### config.mk
export PLATFORM = sky130hd
export DESIGN_NAME = spike_rate_decoder
export DESIGN_NICKNAME = d
export VERILOG_FILES = /design/src/rtl/mvm_pkg.sv /design/src/rtl/isi_timer.sv /design/src/rtl/spike_rate_decoder.sv
export SDC_FILE = /design/constraint.sdc
export NUM_CORES = 1
export LEC_CHECK = 0
export BUFFER_PORTS_ARGS = -buffer_cell sky130_fd_sc_hd__buf_2
export CAP_MARGIN = 15
export CORE_MARGIN = 2
export CORE_UTILIZATION = 30
export CTS_BUF_LIST = sky130_fd_sc_hd__clkbuf_8
export DETAILED_ROUTE_END_ITERATION = 8
export GPL_ROUTABILITY_DRIVEN = 1
export HOLD_SLACK_MARGIN = 0.05
export PLACE_DENSITY = 0.46
export SYNTH_ARGS = -nofsm -noshare
export SYNTH_HDL_FRONTEND = slang
export SYNTH_SLANG_ARGS = --single-unit
### constraint.sdc
create_clock -name clk -period 2.2 [get_ports clk]
set_clock_uncertainty 0.15 [all_clocks]
set_input_delay 0.66 -clock clk [delete_from_list [all_inputs] [get_ports clk]]
set_output_delay 0.66 -clock clk [all_outputs]
set_load 0.1 [all_outputs]
### src/rtl/mvm_pkg.sv
// Shared definitions for the spike-rate decoder slice.
//   WIDTH_DEF  : default width of rate / interval / window values
//   state_e    : window FSM states
//   WLEN_ZERO  : window_len encoding that stands for a full 2^WIDTH window
package mvm_pkg;
  localparam int WIDTH_DEF = 8;
  localparam int WLEN_ZERO = 0;

  typedef enum logic [1:0] {
    ST_IDLE   = 2'd0,
    ST_COUNT  = 2'd1,
    ST_REPORT = 2'd2
  } state_e;
endpackage

### src/rtl/isi_timer.sv
// Inter-spike-interval timer.
//   clk, rst_n : clock, synchronous active-low reset
//   ena        : enable; low disarms the timer (isi_out holds)
//   spike_in   : spike stream
//   isi_out    : cycles between the last two spikes (adjacent spikes = 1)
//   isi_valid  : one-cycle pulse when isi_out is updated
module isi_timer
  import mvm_pkg::*;
#(
  parameter int WIDTH = WIDTH_DEF
) (
  input  logic             clk,
  input  logic             rst_n,
  input  logic             ena,
  input  logic             spike_in,
  output logic [WIDTH-1:0] isi_out,
  output logic             isi_valid
);

  logic [WIDTH-1:0] timer_q;
  logic             armed_q;
  logic [WIDTH-1:0] isi_q;
  logic             isi_vld_q;
  logic [WIDTH:0]   gap_p1;
  logic [WIDTH-1:0] isi_d;

  // Interval is timer+1; a saturated timer reports the maximum value.
  assign gap_p1 = {1'b0, timer_q} + 1'b1;
  assign isi_d  = gap_p1[WIDTH] ? '1 : gap_p1[WIDTH-1:0];

  always_ff @(posedge clk) begin
    if (!rst_n) begin
      timer_q   <= '0;
      armed_q   <= 1'b0;
      isi_q     <= '0;
      isi_vld_q <= 1'b0;
    end else begin
      isi_vld_q <= 1'b0;
      if (!ena) begin
        armed_q <= 1'b0;
        timer_q <= '0;
      end else if (spike_in) begin
        // First spike after disarm only arms the timer.
        if (armed_q) begin
          isi_q     <= isi_d;
          isi_vld_q <= 1'b1;
        end
        armed_q <= 1'b1;
        timer_q <= '0;
      end else if (!(&timer_q)) begin
        timer_q <= timer_q + 1'b1;
      end
    end
  end

  assign isi_out   = isi_q;
  assign isi_valid = isi_vld_q;

endmodule

### src/rtl/spike_rate_decoder.sv
// Windowed spike-rate decoder with inter-spike-interval output.
//   clk, rst_n  : clock, synchronous active-low reset
//   ena         : enable; low aborts a window in progress
//   spike_in    : spike stream, one spike per high cycle
//   window_len  : window length in cycles (0 = 2^WIDTH), sampled at window start
//   rate_out    : spike count of the last completed window
//   rate_valid  : one-cycle pulse when rate_out is updated
//   rate_sat    : last reported window overflowed its count
//   isi_out     : cycles between the last two spikes
//   isi_valid   : one-cycle pulse when isi_out is updated
module spike_rate_decoder
  import mvm_pkg::*;
#(
  parameter int WIDTH = WIDTH_DEF
) (
  input  logic             clk,
  input  logic             rst_n,
  input  logic             ena,
  input  logic             spike_in,
  input  logic [WIDTH-1:0] window_len,
  output logic [WIDTH-1:0] rate_out,
  output logic             rate_valid,
  output logic             rate_sat,
  output logic [WIDTH-1:0] isi_out,
  output logic             isi_valid
);

  state_e           state_q;
  logic [WIDTH:0]   win_q;     // one extra bit so a full 2^WIDTH window fits
  logic [WIDTH-1:0] cnt_q;
  logic             sat_q;
  logic [WIDTH-1:0] rate_q;
  logic             rate_sat_q;
  logic             rate_vld_q;

  logic [WIDTH:0]   win_load_d;
  logic [WIDTH-1:0] cnt_d;
  logic             sat_d;

  assign win_load_d = (window_len == WIDTH'(WLEN_ZERO)) ? {1'b1, {WIDTH{1'b0}}}
                                                        : {1'b0, window_len};

  // Saturating spike count; sat latches when a spike would overflow.
  always_comb begin
    cnt_d = cnt_q;
    sat_d = sat_q;
    if (spike_in) begin
      if (&cnt_q) sat_d = 1'b1;
      else        cnt_d = cnt_q + 1'b1;
    end
  end

  always_ff @(posedge clk) begin
    if (!rst_n) begin
      state_q    <= ST_IDLE;
      win_q      <= '0;
      cnt_q      <= '0;
      sat_q      <= 1'b0;
      rate_q     <= '0;
      rate_sat_q <= 1'b0;
      rate_vld_q <= 1'b0;
    end else begin
      rate_vld_q <= 1'b0;
      case (state_q)
        ST_IDLE: begin
          cnt_q <= '0;
          sat_q <= 1'b0;
          if (ena) begin
            win_q   <= win_load_d;
            state_q <= ST_COUNT;
          end
        end
        ST_COUNT: begin
          if (!ena) begin
            state_q <= ST_IDLE;
            win_q   <= '0;
            cnt_q   <= '0;
            sat_q   <= 1'b0;
          end else begin
            cnt_q <= cnt_d;
            sat_q <= sat_d;
            if (win_q == (WIDTH+1)'(1)) begin
              // Result is registered on entry so it is visible during REPORT.
              state_q    <= ST_REPORT;
              win_q      <= '0;
              rate_q     <= cnt_d;
              rate_sat_q <= sat_d;
              rate_vld_q <= 1'b1;
            end else begin
              win_q <= win_q - 1'b1;
            end
          end
        end
        ST_REPORT: begin
          // The REPORT-cycle spike seeds the next window's count.
          sat_q <= 1'b0;
          cnt_q <= WIDTH'(ena & spike_in);
          if (ena) begin
            win_q   <= win_load_d;
            state_q <= ST_COUNT;
          end else begin
            state_q <= ST_IDLE;
          end
        end
        default: state_q <= ST_IDLE;
      endcase
    end
  end

  assign rate_out   = rate_q;
  assign rate_sat   = rate_sat_q;
  assign rate_valid = rate_vld_q;

  isi_timer #(.WIDTH(WIDTH)) u_isi (
    .clk       (clk),
    .rst_n     (rst_n),
    .ena       (ena),
    .spike_in  (spike_in),
    .isi_out   (isi_out),
    .isi_valid (isi_valid)
  );

endmodule

==> impl_metrics.ini, run 1 <==
[sta]
fin_crit_ns = 2.02
max_freq_mhz = 496
holdWs_ns = 0.324
setup_slack_ns = 0.184
worst_pin_slew_ns = 0.487
rsz0062_at_grt = no
finalSetupViolCount = 0
period_share_pct = 91.6
drv_slew = 0
finalHoldViolations = 0
slew_headroom_pct = 67.7
tns_ns = 0

[finish]
area_delta_synth_final_pct = 17.7
final_area_um2 = 2910
nets = 349
instances_no_fill = 435
seq_area_um2 = 961
multi_input_area_um2 = 1400
n_fill_cell = 899
finalCoreUtilization_pct = 36.0
layout_commonest_cell = dfxtp_1
final_cell_mix = 48 x dfxtp_1, 38 x nor2_1, 30 x buf_2
diodes = 0
drive_above_1_share_pct = 21.5

[global_route]
track_usage_pct = 14.6
grt_max_degree = 18
grt.overflow.total = 0
grt_antenna_before_repair = 0
grt_first_pass_wirelength_mm = 10.3
first_global_vias = 2148

[critical_path]
critPathArrivalTime_ns = 2.11
rr_worst_depth = 6
cp_max_fo = 7
r2r-end = win_q[6]
start_kind = register
worstPathRequired_ns = 2.29
end_kind = register
reg2reg_from = state_q[0]
rrSetupSlack_ns = 0.18
worst-setup-path-type = register to register

[logic_synthesis]
syn_inst = 291
yosys.area_share.adder_pct = 4.04
yosys.area_share.simple_pct = 24.6
async_flop_share_pct = 0
synth_top_family_by_area = simple AND/OR/NAND/NOR gates
ys_warn_count = 0
netlist_top_cells_area = dfxtp_1 39%, nor2_1 5.8%, nand2_1 4.1%
synth_area_per_cell_um2 = 8.51
synth_flop_cell = dfxtp_1
synthXorXnorAreaFrac_pct = 1.77
ys_ff_latch = 48
synth_area_leader_cell = dfxtp_1
synth_edf_count = 0
synth_compound_area_share_pct = 22.2
synthMuxAreaShare_pct = 3.74
syn-num-nets = 311
synth_cell_types = 62
mappedNetlistArea_um2 = 2480
synth_top_cell_area_share_pct = 38.8
yosysSeqAreaShare_pct = 38.8

[place]
dpl_worst_slack_ns = 0.0668
placed_cells = 427
dp_hpwl_mm = 4.56
place_area_um2 = 2790
portBuffers = 30
gp_congestion = 0.856

[cts]
clkSinkCount = 48
cts_root_buf = clkbuf_8
clock_latency_ns = 0.31
cts_tree = yes
postCtsHoldBufs = 0
cts_resized = 0
h-tree-depth = 2
clk_pin_slew_worst_paths_ns = 0.10
clock_path_buffers = 2
cts_setup_buffers = 0
cts_made_buffers = 5

[floorplanning]
io_pins = 31
die_w_um = 94.9
dieArea_um2 = 9000
fp-row-count = 33
die-height_um = 94.9
coreArea_um2 = 8090
initial_core_util_pct = 30.6

[detailed_routing]
vias_per_cell = 5.14
dr.pass1.iters = 4
ant_nets = 0
num_vias = 2237
drt-total-wl_mm = 6.24
drt_iter0_markers = 86
wl_per_cell_um = 14.3
remaining_drc_errors = 0

[min_path]
hold_class = register to register
hold_end = u_isi.isi_out[4]
hold_depth = 2
hold_path_startpoint = u_isi.isi_out[4]

[run_status]
status = complete, no violations

[pwr]
power_density_nw_per_um2 = 643
power_mw = 1.87
total_leakage_power_nw = 1.19
ir_worst_vdd_v = 0.000231

[flow_run]
maxCapViolations = 0
==> worst max path at each step <==
| stage | from | slack, ns | depth (start not counted) | end |
|---|---|---|---|---|
| 2_1_floorplan | spike_in | 0.32 | 5 | cnt_q[5] |
| 3_3_place_gp | ena | 0.02 | 5 | win_q[5] |
| 3_5_place_dp | ena | 0.07 | 5 | win_q[5] |
| 4_1_cts | state_q[0] | 0.14 | 6 | win_q[5] |
| 5_1_grt | state_q[0] | 0.06 | 6 | win_q[7] |
| 6_report | state_q[0] | 0.18 | 6 | win_q[6] |
==> kinds of logic after synthesis <==
kind of cell    after synthesis
compound gates               82
simple gates                115
xor+xnor                      5
flops                        48
buf+inv                      24
mux                           9
fa+ha+maj                     8
==> cells in the mapped netlist (7+ instances only) <==
library cell	count
mux2i_1	7
o21ai_0	13
nand3_1	13
dfxtp_1	48
a31oi_1	7
a211oi_1	8
nand2_1	27
nor2_1	38
a21oi_1	16
inv_1	9
ha_1	8
o22ai_1	8
nand4_1	7
clkbuf_1	7
==> layer usage <==
metal	GRT usage (%)	vias to the layer above	part of all wire (%)
met1	19.6	1031	50
met5	0	-	0
met2	23.2	47	45
li1	-	1153	-
met4	4.83	0	1.2
met3	3.19	6	3.9
==> state kept, by name (all words and copies together), names as in the netlist <==
signal,cells
win_q,9
cnt_q,8
rate_out,8
u_isi.isi_out,8
u_isi.timer_q,8
state_q,2
rate_sat,1
rate_valid,1
sat_q,1
u_isi.armed_q,1
u_isi.isi_valid,1
==> critical path, stage by stage, from the launching register on <==
cell and delay (ns):
dfxtp_1 0.39, inv_1 0.08, ha_1 0.27, or3b_2 0.58, nand2_1 0.20, a41oi_1 0.15
o22ai_1 0.14
==> final cells by class <==
class                   count  area share [%]
flip-flops and latches     48            33.0
well taps                 105            4.51
repair buffers             46            9.27
multi-input cells         219            47.9
clock inverters             2            1.33
inverters                   9            1.16
clock buffers               6            2.83
==> report_power, final <==
| part | internal (mW) | leakage (nW) | total (mW) | switching [mW] |
|---|---|---|---|---|
| registers | 0.889 | 0.389 | 0.912 | 0.0231 |
| clock network | 0.372 | 0.0614 | 0.699 | 0.327 |
| logic | 0.104 | 0.741 | 0.264 | 0.159 |
No activity file was read; power rests on OpenSTA's default activity.
==> inputs of run 2 (changes only) <==
--- a/config.mk
+++ b/config.mk
@@ -13,7 +13,7 @@
 export DETAILED_ROUTE_END_ITERATION = 8
 export GPL_ROUTABILITY_DRIVEN = 1
 export HOLD_SLACK_MARGIN = 0.05
-export PLACE_DENSITY = 0.46
+export PLACE_DENSITY = 0.47
 export SYNTH_ARGS = -nofsm -noshare
 export SYNTH_HDL_FRONTEND = slang
 export SYNTH_SLANG_ARGS = --single-unit
==> constraint.sdc (replaced) <==
create_clock -name clk -period 1.75 [get_ports clk]
set_clock_uncertainty 0.15 [all_clocks]
set_input_delay 0.525 -clock clk [delete_from_list [all_inputs] [get_ports clk]]
set_output_delay 0.525 -clock clk [all_outputs]
set_load 0.1 [all_outputs]
==> impl_metrics.ini, run 2 (synthesis results as in run 1) <==
[finish]
final_area_um2 = 3510
largest-register = win_q
diodes = 0
area_delta_synth_final_pct = 41.7
final_cell_mix = 57 x buf_4, 42 x dfxtp_1, 37 x nor2_1
drive_above_1_share_pct = 39.6
largest_reg_flops = 9
layout_commonest_cell = buf_4
nets = 386

[floorplanning]
dieArea_um2 = 9000
die_w_um = 94.9
io_pins = 31
initial_core_util_pct = 30.6
fp-row-count = 33
die-height_um = 94.9
coreArea_um2 = 8090

[detailed_routing]
ant_nets = 0
wl_met3_um = 191
wl_met1_mm = 3.32
wl_met2_mm = 3.16
vias_per_cell = 5.12
wl_per_cell_um = 14.3
drt_iter0_markers = 95
drt-total-wl_mm = 6.75
dr.pass1.iters = 4
remaining_drc_errors = 0
num_vias = 2410
top_layer_used = met4

[run_status]
status = finished with violations
violations = setup timing

[pwr]
total_leakage_power_nw = 1.40
p_switching_uw = 658
p_int_mw = 1.59
sequentialPowerShare_pct = 50.9
power_density_nw_per_um2 = 642
p_comb_share_pct = 19.9
ir_worst_vdd_v = 0.000282
pwr-share-clk_pct = 29.3
swShare_pct = 29.2
power_mw = 2.25

[place]
portBuffers = 30
dp_hpwl_mm = 5.02
dpl_worst_slack_ns = -0.102
gp_congestion = 0.885
place_area_um2 = 3270

[critical_path]
end_kind = register
worst-setup-path-type = register to register
reg2reg_from = state_q[1]
worstPathRequired_ns = 1.83
rr_worst_depth = 7
start_kind = register
rrSetupSlack_ns = -0.04
cp_max_fo = 6
r2r-end = win_q[3]
critPathArrivalTime_ns = 1.87

[cts]
clk_pin_slew_worst_paths_ns = 0.09
cts_tree = yes
h-tree-depth = 2
clock_path_buffers = 2
cts_setup_buffers = 0
cts_made_buffers = 5
clock_latency_ns = 0.30
postCtsHoldBufs = 0
cts_root_buf = clkbuf_8
clkSinkCount = 48

[sta]
tns_ns = -0.0455
max_freq_mhz = 560
worst_pin_slew_ns = 0.483
fin_crit_ns = 1.79
period_share_pct = 102
setup_slack_ns = -0.0368
finalSetupViolCount = 3
finalHoldViolations = 0
drv_slew = 0
rsz0062_at_grt = yes
slew_headroom_pct = 68.1

[flow_run]
maxCapViolations = 0

[global_route]
first_global_vias = 2269
grt.overflow.total = 0
track_usage_pct = 16.0
grt_antenna_before_repair = 0
grt_max_degree = 18
grt_first_pass_wirelength_mm = 11.4

[min_path]
hold_depth = 2
hold_end = u_isi.armed_q
hold_class = register to register
hold_path_startpoint = u_isi.armed_q
## run 2: cell count changes in the layout (fill, tap and decap cells not counted), moves of 4 or more
cell     change
buf_12      +10
buf_2       -18
buf_4       +41
dfxtp_1      -6
dfxtp_2      +5
ha_1         -8
ha_4         +5
inv_1        -4
## run 2: power groups by stage
stage                     registers (mW)  clock network (mW)  logic, mW
final                               1.15               0.660      0.447
after global routing                1.15               0.736      0.486
after CTS                           1.14               0.690      0.417
after detailed placement            1.17                   0      0.403
after global placement              1.17                   0      0.405
after floorplan                     1.20                   0      0.203
## run 2: critical path, stage by stage, from the launching register on
cell     delay (ns)
dfxtp_2        0.34
buf_6          0.12
ha_4           0.17
or3b_4         0.40
a31oi_1        0.16
buf_4          0.16
a32oi_2        0.10
o22ai_1        0.13
## run 2: routing by layer
| layer | track usage (%) | vias to the layer above |
|---|---|---|
| met2 | 25.2 | 33 |
| met5 | 0 | - |
| li1 | - | 1225 |
| met3 | 2.79 | 7 |
| met4 | 4.35 | 0 |
| met1 | 22.6 | 1145 |
## run 2: repair_timing
item                       CTS  global route
cloned                       0             0
pin swaps                    8             6
setup endpoints to repair   23            27
resized for setup           24            23
## run 2: per-stage QoR
step,hold slack [ns],instances,utilization (%)
after floorplan,0.281,291,-
after global placement,0.296,464,40.4
after detailed placement,0.300,464,40.4
after CTS,0.323,471,42.2
after global routing,0.355,471,43.4
final,0.319,471,43.4
## run 2: layout make-up
class	instances	area, um2
clock inverters	2	12.5
fillers	860	4580
multi-input cells	219	1560
flip-flops and latches	48	971
inverters	9	36.3
repair buffers	83	726
clock buffers	5	68.8
well taps	105	131
## run 2: how the worst max path moves through the flow
stage	startpoint	endpoint	cells past startpoint
CTS	state_q[0]	win_q[3]	7
detailed placement	state_q[1]	win_q[6]	6
finish	state_q[1]	win_q[3]	7
global route	state_q[0]	win_q[3]	7
global placement	state_q[1]	win_q[6]	6
floorplan	state_q[1]	win_q[4]	7
